### src/rtl/calc_pkg.sv
// Shared definitions for the streaming calculator core: op codes, FSM states
// and flag bit positions.
package calc_pkg;

  typedef enum logic [3:0] {
    OP_ADD  = 4'd0,
    OP_SUB  = 4'd1,
    OP_AND  = 4'd2,
    OP_OR   = 4'd3,
    OP_XOR  = 4'd4,
    OP_NAND = 4'd5,
    OP_NOR  = 4'd6,
    OP_XNOR = 4'd7,
    OP_SHL  = 4'd8,
    OP_SHR  = 4'd9,
    OP_ASR  = 4'd10,
    OP_ROL  = 4'd11
  } op_e;

  typedef enum logic [1:0] {
    ST_LOAD_A = 2'd0,
    ST_LOAD_B = 2'd1,
    ST_EXEC   = 2'd2,
    ST_SEND   = 2'd3
  } state_e;

  localparam int unsigned FLAG_Z = 0;
  localparam int unsigned FLAG_N = 1;
  localparam int unsigned FLAG_C = 2;
  localparam int unsigned FLAG_V = 3;

  localparam logic [3:0] ILLEGAL_OP_MIN = 4'd12;

endpackage

### src/rtl/alu_param.sv
// Combinational WIDTH-bit ALU producing the result, {V,C,N,Z} flags and an
// illegal-op indication.
module alu_param
  import calc_pkg::*;
#(
  parameter int unsigned WIDTH = 16
) (
  input  logic [3:0]       op,
  input  logic [WIDTH-1:0] a,
  input  logic [WIDTH-1:0] b,
  output logic [WIDTH-1:0] y,
  output logic [3:0]       flags,
  output logic             illegal
);

  localparam int unsigned SW = $clog2(WIDTH);

  logic [SW-1:0]      amt;
  logic [WIDTH:0]     ext;
  logic [2*WIDTH-1:0] rot;
  logic               carry;
  logic               ovf;

  assign amt = b[SW-1:0];

  // Shifts run on WIDTH+1 bits so the last bit shifted out lands in the spare bit.
  always_comb begin
    y       = '0;
    ext     = '0;
    rot     = '0;
    carry   = 1'b0;
    ovf     = 1'b0;
    illegal = 1'b0;
    flags   = '0;
    if (op >= ILLEGAL_OP_MIN) begin
      illegal = 1'b1;
    end else begin
      case (op)
        OP_ADD: begin
          ext   = {1'b0, a} + {1'b0, b};
          y     = ext[WIDTH-1:0];
          carry = ext[WIDTH];
          ovf   = (a[WIDTH-1] == b[WIDTH-1]) && (y[WIDTH-1] != a[WIDTH-1]);
        end
        OP_SUB: begin
          ext   = {1'b0, a} - {1'b0, b};
          y     = ext[WIDTH-1:0];
          carry = ext[WIDTH];
          ovf   = (a[WIDTH-1] != b[WIDTH-1]) && (y[WIDTH-1] != a[WIDTH-1]);
        end
        OP_AND:  y = a & b;
        OP_OR:   y = a | b;
        OP_XOR:  y = a ^ b;
        OP_NAND: y = ~(a & b);
        OP_NOR:  y = ~(a | b);
        OP_XNOR: y = ~(a ^ b);
        OP_SHL: begin
          ext   = {1'b0, a} << amt;
          y     = ext[WIDTH-1:0];
          carry = ext[WIDTH];
        end
        OP_SHR: begin
          ext   = {a, 1'b0} >> amt;
          y     = ext[WIDTH:1];
          carry = ext[0];
        end
        OP_ASR: begin
          ext   = $signed({a, 1'b0}) >>> amt;
          y     = ext[WIDTH:1];
          carry = ext[0];
        end
        OP_ROL: begin
          rot = {a, a} << amt;
          y   = rot[2*WIDTH-1:WIDTH];
        end
        default: ;
      endcase
      flags[FLAG_Z] = (y == '0);
      flags[FLAG_N] = y[WIDTH-1];
      flags[FLAG_C] = carry;
      flags[FLAG_V] = ovf;
    end
  end

endmodule

### src/rtl/calc_stream_core.sv
// Byte-streamed calculator: loads A and B LSB first, executes one ALU op,
// then streams the result back with valid/ready back-pressure.
module calc_stream_core
  import calc_pkg::*;
#(
  parameter int unsigned WIDTH = 16
) (
  input  logic       clk,
  input  logic       rst,
  input  logic [3:0] op,
  input  logic [7:0] in_data,
  input  logic       in_valid,
  output logic       in_ready,
  output logic [7:0] out_data,
  output logic       out_valid,
  input  logic       out_ready,
  output logic [3:0] flags,
  output logic       err,
  output logic       busy
);

  localparam int unsigned NB = WIDTH / 8;
  localparam int unsigned IW = $clog2(NB) + 1;
  localparam logic [IW-1:0] LAST = IW'(NB - 1);

  state_e           state, state_d;
  logic [IW-1:0]    idx, idx_d;
  logic [IW+2:0]    ofs;
  logic [3:0]       op_q, op_d;
  logic [WIDTH-1:0] a_q, a_d, b_q, b_d, res_q, res_d;
  logic [WIDTH-1:0] byte_mask, byte_in;
  logic [3:0]       flags_d;
  logic             err_d, in_ready_d, out_valid_d, busy_d;
  logic [7:0]       out_data_d;
  logic [WIDTH-1:0] alu_y;
  logic [3:0]       alu_flags;
  logic             alu_illegal;
  logic             in_fire, out_fire;

  alu_param #(.WIDTH(WIDTH)) u_alu (
    .op      (op_q),
    .a       (a_q),
    .b       (b_q),
    .y       (alu_y),
    .flags   (alu_flags),
    .illegal (alu_illegal)
  );

  assign ofs       = {idx, 3'b000};
  assign byte_mask = WIDTH'(8'hFF) << ofs;
  assign byte_in   = WIDTH'(in_data) << ofs;
  assign in_fire   = in_valid && in_ready;
  assign out_fire  = out_valid && out_ready;

  // Next-state logic; outputs are registered from the next state.
  always_comb begin
    state_d = state;
    idx_d   = idx;
    op_d    = op_q;
    a_d     = a_q;
    b_d     = b_q;
    res_d   = res_q;
    flags_d = flags;
    err_d   = err;
    case (state)
      ST_LOAD_A: begin
        if (in_fire) begin
          a_d = (a_q & ~byte_mask) | byte_in;
          if (idx == '0) op_d = op;
          if (idx == LAST) begin
            state_d = ST_LOAD_B;
            idx_d   = '0;
          end else begin
            idx_d = idx + IW'(1);
          end
        end
      end
      ST_LOAD_B: begin
        if (in_fire) begin
          b_d = (b_q & ~byte_mask) | byte_in;
          if (idx == LAST) begin
            state_d = ST_EXEC;
            idx_d   = '0;
          end else begin
            idx_d = idx + IW'(1);
          end
        end
      end
      ST_EXEC: begin
        res_d   = alu_y;
        flags_d = alu_flags;
        err_d   = alu_illegal;
        state_d = ST_SEND;
        idx_d   = '0;
      end
      ST_SEND: begin
        if (out_fire) begin
          if (idx == LAST) begin
            state_d = ST_LOAD_A;
            idx_d   = '0;
          end else begin
            idx_d = idx + IW'(1);
          end
        end
      end
      default: state_d = ST_LOAD_A;
    endcase

    in_ready_d  = (state_d == ST_LOAD_A) || (state_d == ST_LOAD_B);
    out_valid_d = (state_d == ST_SEND);
    out_data_d  = out_valid_d ? 8'(res_d >> {idx_d, 3'b000}) : 8'h00;
    busy_d      = (state_d != ST_LOAD_A) || (idx_d != '0);
  end

  always_ff @(posedge clk) begin
    if (rst) begin
      state     <= ST_LOAD_A;
      idx       <= '0;
      op_q      <= '0;
      a_q       <= '0;
      b_q       <= '0;
      res_q     <= '0;
      flags     <= '0;
      err       <= 1'b0;
      in_ready  <= 1'b1;
      out_valid <= 1'b0;
      out_data  <= 8'h00;
      busy      <= 1'b0;
    end else begin
      state     <= state_d;
      idx       <= idx_d;
      op_q      <= op_d;
      a_q       <= a_d;
      b_q       <= b_d;
      res_q     <= res_d;
      flags     <= flags_d;
      err       <= err_d;
      in_ready  <= in_ready_d;
      out_valid <= out_valid_d;
      out_data  <= out_data_d;
      busy      <= busy_d;
    end
  end

endmodule

### config.mk
export PLATFORM = sky130hd
export DESIGN_NAME = calc_stream_core
export DESIGN_NICKNAME = d
export VERILOG_FILES = /design/src/rtl/calc_pkg.sv /design/src/rtl/alu_param.sv /design/src/rtl/calc_stream_core.sv
export SDC_FILE = /design/constraint.sdc
export NUM_CORES = 1
export LEC_CHECK = 0
export ABC_AREA = 0
export ABC_CLOCK_PERIOD_IN_PS = 9600
export BUFFER_PORTS_ARGS = -buffer_cell sky130_fd_sc_hd__buf_2
export CAP_MARGIN = 20
export CELL_PAD_IN_SITES_DETAIL_PLACEMENT = 1
export CELL_PAD_IN_SITES_GLOBAL_PLACEMENT = 1
export CORE_MARGIN = 4
export CORE_UTILIZATION = 52
export CTS_BUF_LIST = sky130_fd_sc_hd__clkbuf_8 sky130_fd_sc_hd__clkbuf_16
export CTS_CLUSTER_SIZE = 12
export DETAILED_ROUTE_END_ITERATION = 7
export GPL_ROUTABILITY_DRIVEN = 0
export PLACE_DENSITY_LB_ADDON = 0.2
export SYNTH_ARGS = -nofsm -noshare
export SYNTH_HDL_FRONTEND = slang
export SYNTH_SLANG_ARGS = --single-unit
### constraint.sdc
create_clock -name clk -period 9.6 [get_ports clk]
set_clock_uncertainty 0.15 [all_clocks]
set_input_delay 1.44 -clock clk [delete_from_list [all_inputs] [get_ports clk]]
set_output_delay 1.44 -clock clk [all_outputs]
set_load 0.02 [all_outputs]
### Word level (Yosys, flattened, before mapping)

Cells that the tools add are included.

| storage, ports and cells | value |
|---|---|
| register bits after elaboration | 72 |
| input port bits | 16 |
| output and inout bits | 16 |

| operators by class | value |
|---|---|
| add/subtract/negate cells | 3 |
| order comparisons | 1 |
| eq/ne operators | 21 |
| shift-type cells | 7 |
| muxes and demuxes | 19 |
| bitwise gates (word level) | 12 |
| reduce and logical (&&, ||, !) cells | 18 |

Operators by type and width:

| operator | number |
|---|---|
| case mux 16 bit (12 select lines) | 1 |
| inverter 16 bit | 4 |
| AND 16 bit | 3 |
| two-way mux 16 bit | 3 |
| bitwise OR 16 bit | 3 |
| left shift 32 x 4 -> 32 bit | 1 |
| two-way mux 2 bit | 9 |
| adder 16 x 16 -> 17 bit | 1 |
| left shift 16 x 4 -> 17 bit | 1 |
| right shift 17 x 4 -> 17 bit | 1 |
| >>> shifter 17 x 4 -> 17 bit | 1 |
| subtractor 16 x 16 -> 17 bit | 1 |
| == test 4 x 3 -> 1 bit (second input constant) | 4 |
| == test 4 bit (second input constant) | 4 |
| logical NOT 16 bit | 1 |
| left shift 8 x 5 -> 16 bit | 1 |
| left shift 8 x 5 -> 16 bit (first input constant) | 1 |
| right shift 16 x 5 -> 8 bit | 1 |
| bitwise XOR 16 bit | 1 |
| == test 4 x 2 -> 1 bit (second input constant) | 2 |
| case mux 2 bit (4 select lines) | 1 |
| == test 2 x 1 -> 1 bit (second input constant) | 3 |
| == test 2 bit (second input constant) | 3 |
| logical NOT 2 bit | 3 |
| other kinds (18) | 27 |

### Logic depth before layout (Yosys ltp)

| logic depth | value |
|---|---|
| depth after elaboration | 7 |
| gate-level depth with buffers | 16 |
| gate-level depth less buffers | 13 |

### Cells and area by module

From an unflattened synthesis, not the netlist that was laid out.

| second synthesis, totals | value |
|---|---|
| cell total of the unflattened synthesis | 1028 |
| area total of the unflattened synthesis | 8212.9 sq um |

By module, submodules not included:

| module | times used | cells an instance | area an instance (sq um) | sequential area each (sq um) |
|---|---|---|---|---|
| alu_param | 1 | 750 | 5476.5 | 0.0 |
| calc_stream_core | 1 | 278 | 2736.4 | 1441.4 |

### Least setup slack after synthesis

Ideal clock, no wire load.

| timing | value |
|---|---|
| path type | flip-flop to flip-flop |
| start point | register b_q[2] |
| end point | register flags[0] |
| arrival time | 3.218 ns |
| path slack | 6.173 ns |
| cell stages (with the launch flop) | 16 |
| buffers on the path | 4 |
| cell sequence | dfxtp_1 -> buf_2 -> inv_1 -> buf_2 -> clkbuf_1 -> ha_1 -> buf_2 -> nand2b_4 -> a211oi_2 -> o211ai_1 -> a221o_1 -> a211o_1 -> nor4_1 -> and4_1 -> nand4_1 -> nand2_1 |

| on the way | value |
|---|---|
| longest elaborated chain between the ends | 6 |

Ends and longest elaborated chain:

| what | RTL line | RTL |
|---|---|---|
| from (decl) | calc_stream_core.sv:30 | `logic [WIDTH-1:0] a_q, a_d, b_q, b_d, res_q, res_d;` |
| from (signal assigned) | calc_stream_core.sv:121 | `b_q <= '0;` |
| from (signal assigned) | calc_stream_core.sv:134 | `b_q <= b_d;` |
| branches (longest 2 deep; another with subtractor 16 x 16 -> 17 bit) | -- |  |
| case mux 16 bit (12 select lines) (*) | alu_param.sv:38 | `case (op)` |
| two-way mux 16 bit (*) | alu_param.sv:35 | `if (op >= ILLEGAL_OP_MIN) begin` |
| logical NOT 16 bit (*) | alu_param.sv:78 | `flags[FLAG_Z] = (y == '0);` |
| two-way mux 4 bit (*) | alu_param.sv:35 |  |
| to (signal assigned) | calc_stream_core.sv:136 | `flags <= flags_d;` |
| to (decl) | calc_stream_core.sv:17 | `output logic [3:0] flags,` |

Mark *: on every way between the ends. The select of a mux whose other input is x is not followed.
A chain may end at the register's enable or synchronous reset.

### Final worst setup path

| timing | value |
|---|---|
| start point | register b_q[1] |
| end point | register flags[0] |

Same word-level chain as after synthesis.

==> implementation parameters <==
Parameter                              Value

Logic synthesis
  Most common flop cell mapped by yosys ... dfxtp_1
  Mapped Area ... 8407 sq um
  Sequential fraction of the synthesis area ... 17.15%
  Count of flip-flops with a built-in enable after synthesis ... 0
  Distinct cell type count after synthesis ... slightly below 90
  Gate Count Post-Synth ... roughly 1100
  Yosys warning total ... 0
  Nets in the synthesized netlist ... ~1100
  Share of synthesized registers carrying an async set or reset ... 0%
  Flops & latches, synth ... 72
  Syn_area_per_cell ... roughly 8 sq um

STA
  Final period util ... ~45%
  Summed negative setup slack over all endpoints ... 0 ps
  Final hold violation count ... 0
  Setup repair after global routing missed its margin ... no
  Total count of max-transition violations in the final report ... 0
  Peak Freq ... approximately 230 MHz
  Min Clock Period, post-route ... ~4300 ps
  Number of endpoints failing setup at the final stage ... 0
  Post-route worst setup slack ... about 5300 ps
  Max_slew headroom ... ~22%
  Tightest hold margin ... roughly 350 ps
  Slew at the pin with the worst max-slew slack ... 1164 ps

Global routing
  Number of global-route vias before repair ... approximately 8600
  Wire length of the first global-routing pass ... 51470 um
  Maximum number of pins on one net before global-route repair ... 67
  Antenna violations before repair ... 0
  Tot GR Track Use ... 36.33%
  Total congestion overflow ... 0

Placement
  Number of port buffers ... 31
  HPWL after detailed placement ... 23600 um
  Placed cell area ... between 8000 and 9000 sq um
  Worst setup slack before clock tree synthesis ... roughly 5400 ps

Clock tree
  CTS tree ... yes
  Count of cells resized by post-cts repair ... 0
  CTS sink count ... just over 70
  Total number of H-tree levels ... 3
  Clock input transition at the sequential cells of the worst setup and hold paths ... roughly 60 ps
  Clock buffer depth ... 2
  Root Driver ... clkbuf_16
  Clock Latency Late Sink ... 350 ps
  Num CTS Buffers ... 9
  Post-CTS Hold Fix Bufs ... 0
  Buffer count from post-CTS setup fixing ... 0

Cells and area
  Area growth from synthesis to layout ... 5.403%
  Post-route design area ... 8861 sq um
  Final #Nets ... approximately 1100
  Share of cells above drive strength 1 ... approximately 15%
  Filler Cells Inserted ... 1989
  Antenna diode count ... 0

Worst setup path
  Reg-to-reg setup timing slack ... between 5000 and 6000 ps
  Peak fanout along the critical path ... 51
  Capture instance of the worst register-to-register path ... flags[0]
  Start of the worst register-to-register path ... b_q[1]
  Worst endpoint required time ... approximately 10000 ps
  Startpoint-to-endpoint class of the critical path ... reg -> reg
  Depth of the most critical reg-to-reg path ... 12
  Crit path capture type ... flip-flop
  Worst EP arrival ... about 4400 ps
  Kind of start point of the critical path ... flip-flop

Route
  Routed len/inst ... ~27 um
  Total routed wirelength ... about 33000 um
  DRC violation total after the first TritonRoute iteration ... around 1300
  First-pass iteration count of the detailed router ... 6
  Antenna-violating nets left ... 0
  DRC viols ... 0
  Post-detailed-route via-to-cell ratio ... 7.068
  DR vias ... 8800

Power and ir drop
  Internal Dissipation ... between 0.6 and 0.7 mW
  Leak pwr ... approximately 3.3 nW
  Peak VDD IR ... 0.1434 mV
  Share of total power consumed by net switching ... roughly 38%
  Proportion of power drawn by the clock network ... 34.3%
  Net switching power figure ... 0.4020 mW
  Pwr Density ... approximately 120 nW/um^2
  Comb pwr share ... 35.0%
  Fraction of power consumed by sequential logic ... slightly above 30%

Floorplan
  Core region area ... about 16000 sq um
  Area enclosed by the die boundary ... 18270 sq um
  Floorplan row count ... 46
  Boundary Pins ... 32
  Height of the chip ... around 140 um
  Horizontal die dimension ... about 140 um
  Effective utilization at floorplan ... 52.92%

Min path
  Worst hold-check path type ... reg -> reg
  HP Start ... err
  Worst Hold Depth ... 2
  Worst Hold Endpoint ... err

Run status
  Run status ... completed

Run
  # Max-Cap Violations ... 0
[layer usage]
layer	share of wire, %	wire length (um)	track usage, %
met1	41	13740	50.06
met2	45	14880	56.19
met3	11	3646	8.655
met4	3.3	1117	12.04
met5	0	0	0
[cells in the mapped netlist (all sizes together) (15+ instances only)]
library cell    n  area share, %
a211oi         23            2.1
a21oi          66            3.9
buf            47            3.3
clkbuf         55            2.5
dfxtp          72             17
ha             55            8.2
inv            52            2.3
mux2           23            3.1
mux2i          59            7.2
mux4           34            9.4
nand2          87            3.9
nand2b         19            1.5
nand3          23            1.4
nor2          109            4.9
nor3           32            1.9
o211ai         15            1.3
o21ai          52            3.1
[worst max-delay path by stage]
stage / from / slack (ps) / to / depth (start not counted)
after global routing: b_q[1] / 5060 / flags[3] / 12
after global placement: b_q[1] / 5550 / flags[0] / 12
after detailed placement: b_q[1] / 5400 / flags[0] / 12
final: b_q[1] / 5320 / flags[0] / 12
after floorplan: b_q[2] / 6170 / flags[0] / 15
after CTS: b_q[1] / 5360 / flags[0] / 12
[power groups by stage]
stage	logic (mW)	clock network, mW	registers, mW
finish	0.375	0.367	0.330
global placement	0.352	0	0.333
floorplan	0.264	0	0.324
detailed placement	0.360	0	0.334
global route	0.400	0.382	0.330
CTS	0.364	0.369	0.328
[per-stage QoR]
| stage | power (mW) | util, % | instances |
|---|---|---|---|
| floorplan | 0.5875 | - | 1061 |
| global route | 1.112 | 55.78 | 1245 |
| detailed placement | 0.6940 | 53.76 | 1229 |
| CTS | 1.061 | 55.78 | 1245 |
| global placement | 0.6851 | 53.76 | 1229 |
| finish | 1.072 | 55.78 | 1245 |
[state kept, by name, summed over array words and instances, names as in the netlist, 2 cells and up]
name / cells
a_q: 16
b_q: 16
res_q: 16
out_data: 8
flags: 4
op_q: 4
idx: 2
state: 2
[placed cells by master, fill, tap and decap left out, types with 8 or more instances in the layout]
| cell type | instances |
|---|---|
| mux4_2 | 28 |
| o221ai_1 | 10 |
| a21oi_1 | 66 |
| nor2_1 | 109 |
| nand2b_1 | 18 |
| a21o_1 | 9 |
| a31oi_1 | 9 |
| inv_1 | 51 |
| mux2_2 | 22 |
| clkbuf_16 | 9 |
| nand2_1 | 87 |
| nor3_1 | 32 |
| buf_2 | 31 |
| o2111ai_1 | 8 |
| nor4_1 | 8 |
| nor2b_1 | 14 |
| dfxtp_1 | 66 |
| ha_1 | 55 |
| o211ai_1 | 15 |
| or3_1 | 9 |
| buf_4 | 23 |
| o22ai_1 | 11 |
| o21ai_0 | 49 |
| nand3_1 | 23 |
| a211oi_1 | 22 |
| mux2i_1 | 58 |
[layout make-up]
type,instances,area (sq um),area share [%]
clock buffers,9,225.2,2.542
well taps,216,270.3,3.050
multi-input cells,835,6297,71.07
inverters,52,195.2,2.203
repair buffers,54,327.8,3.700
flip-flops and latches,72,1449,16.35
clock inverters,7,96.34,1.087
[cell families after synthesis]
kind of cell	count (synthesis)	share of synthesized area, %
AO/OA/AOI/OAI	298	24.83
flip-flops	72	17.15
adder cells (fa/ha/maj)	57	8.662
multiplexers	116	19.63
XOR/XNOR	8	0.9228
AND/OR/NAND/NOR	356	20.72
buffers and inverters	154	8.096
[worst max-delay path, stage by stage (launching register included)]
cell and delay (ps):
dfxtp_2 560, buf_4 600, inv_2 280, ha_1 440, nor2_1 80, o311ai_1 480
a211oi_1 230, or2_1 360, xnor2_1 160, a222oi_1 380, nor4b_2 270, nand4_1 120
nand2_1 80
No activity file was read; power rests on OpenSTA's default activity.
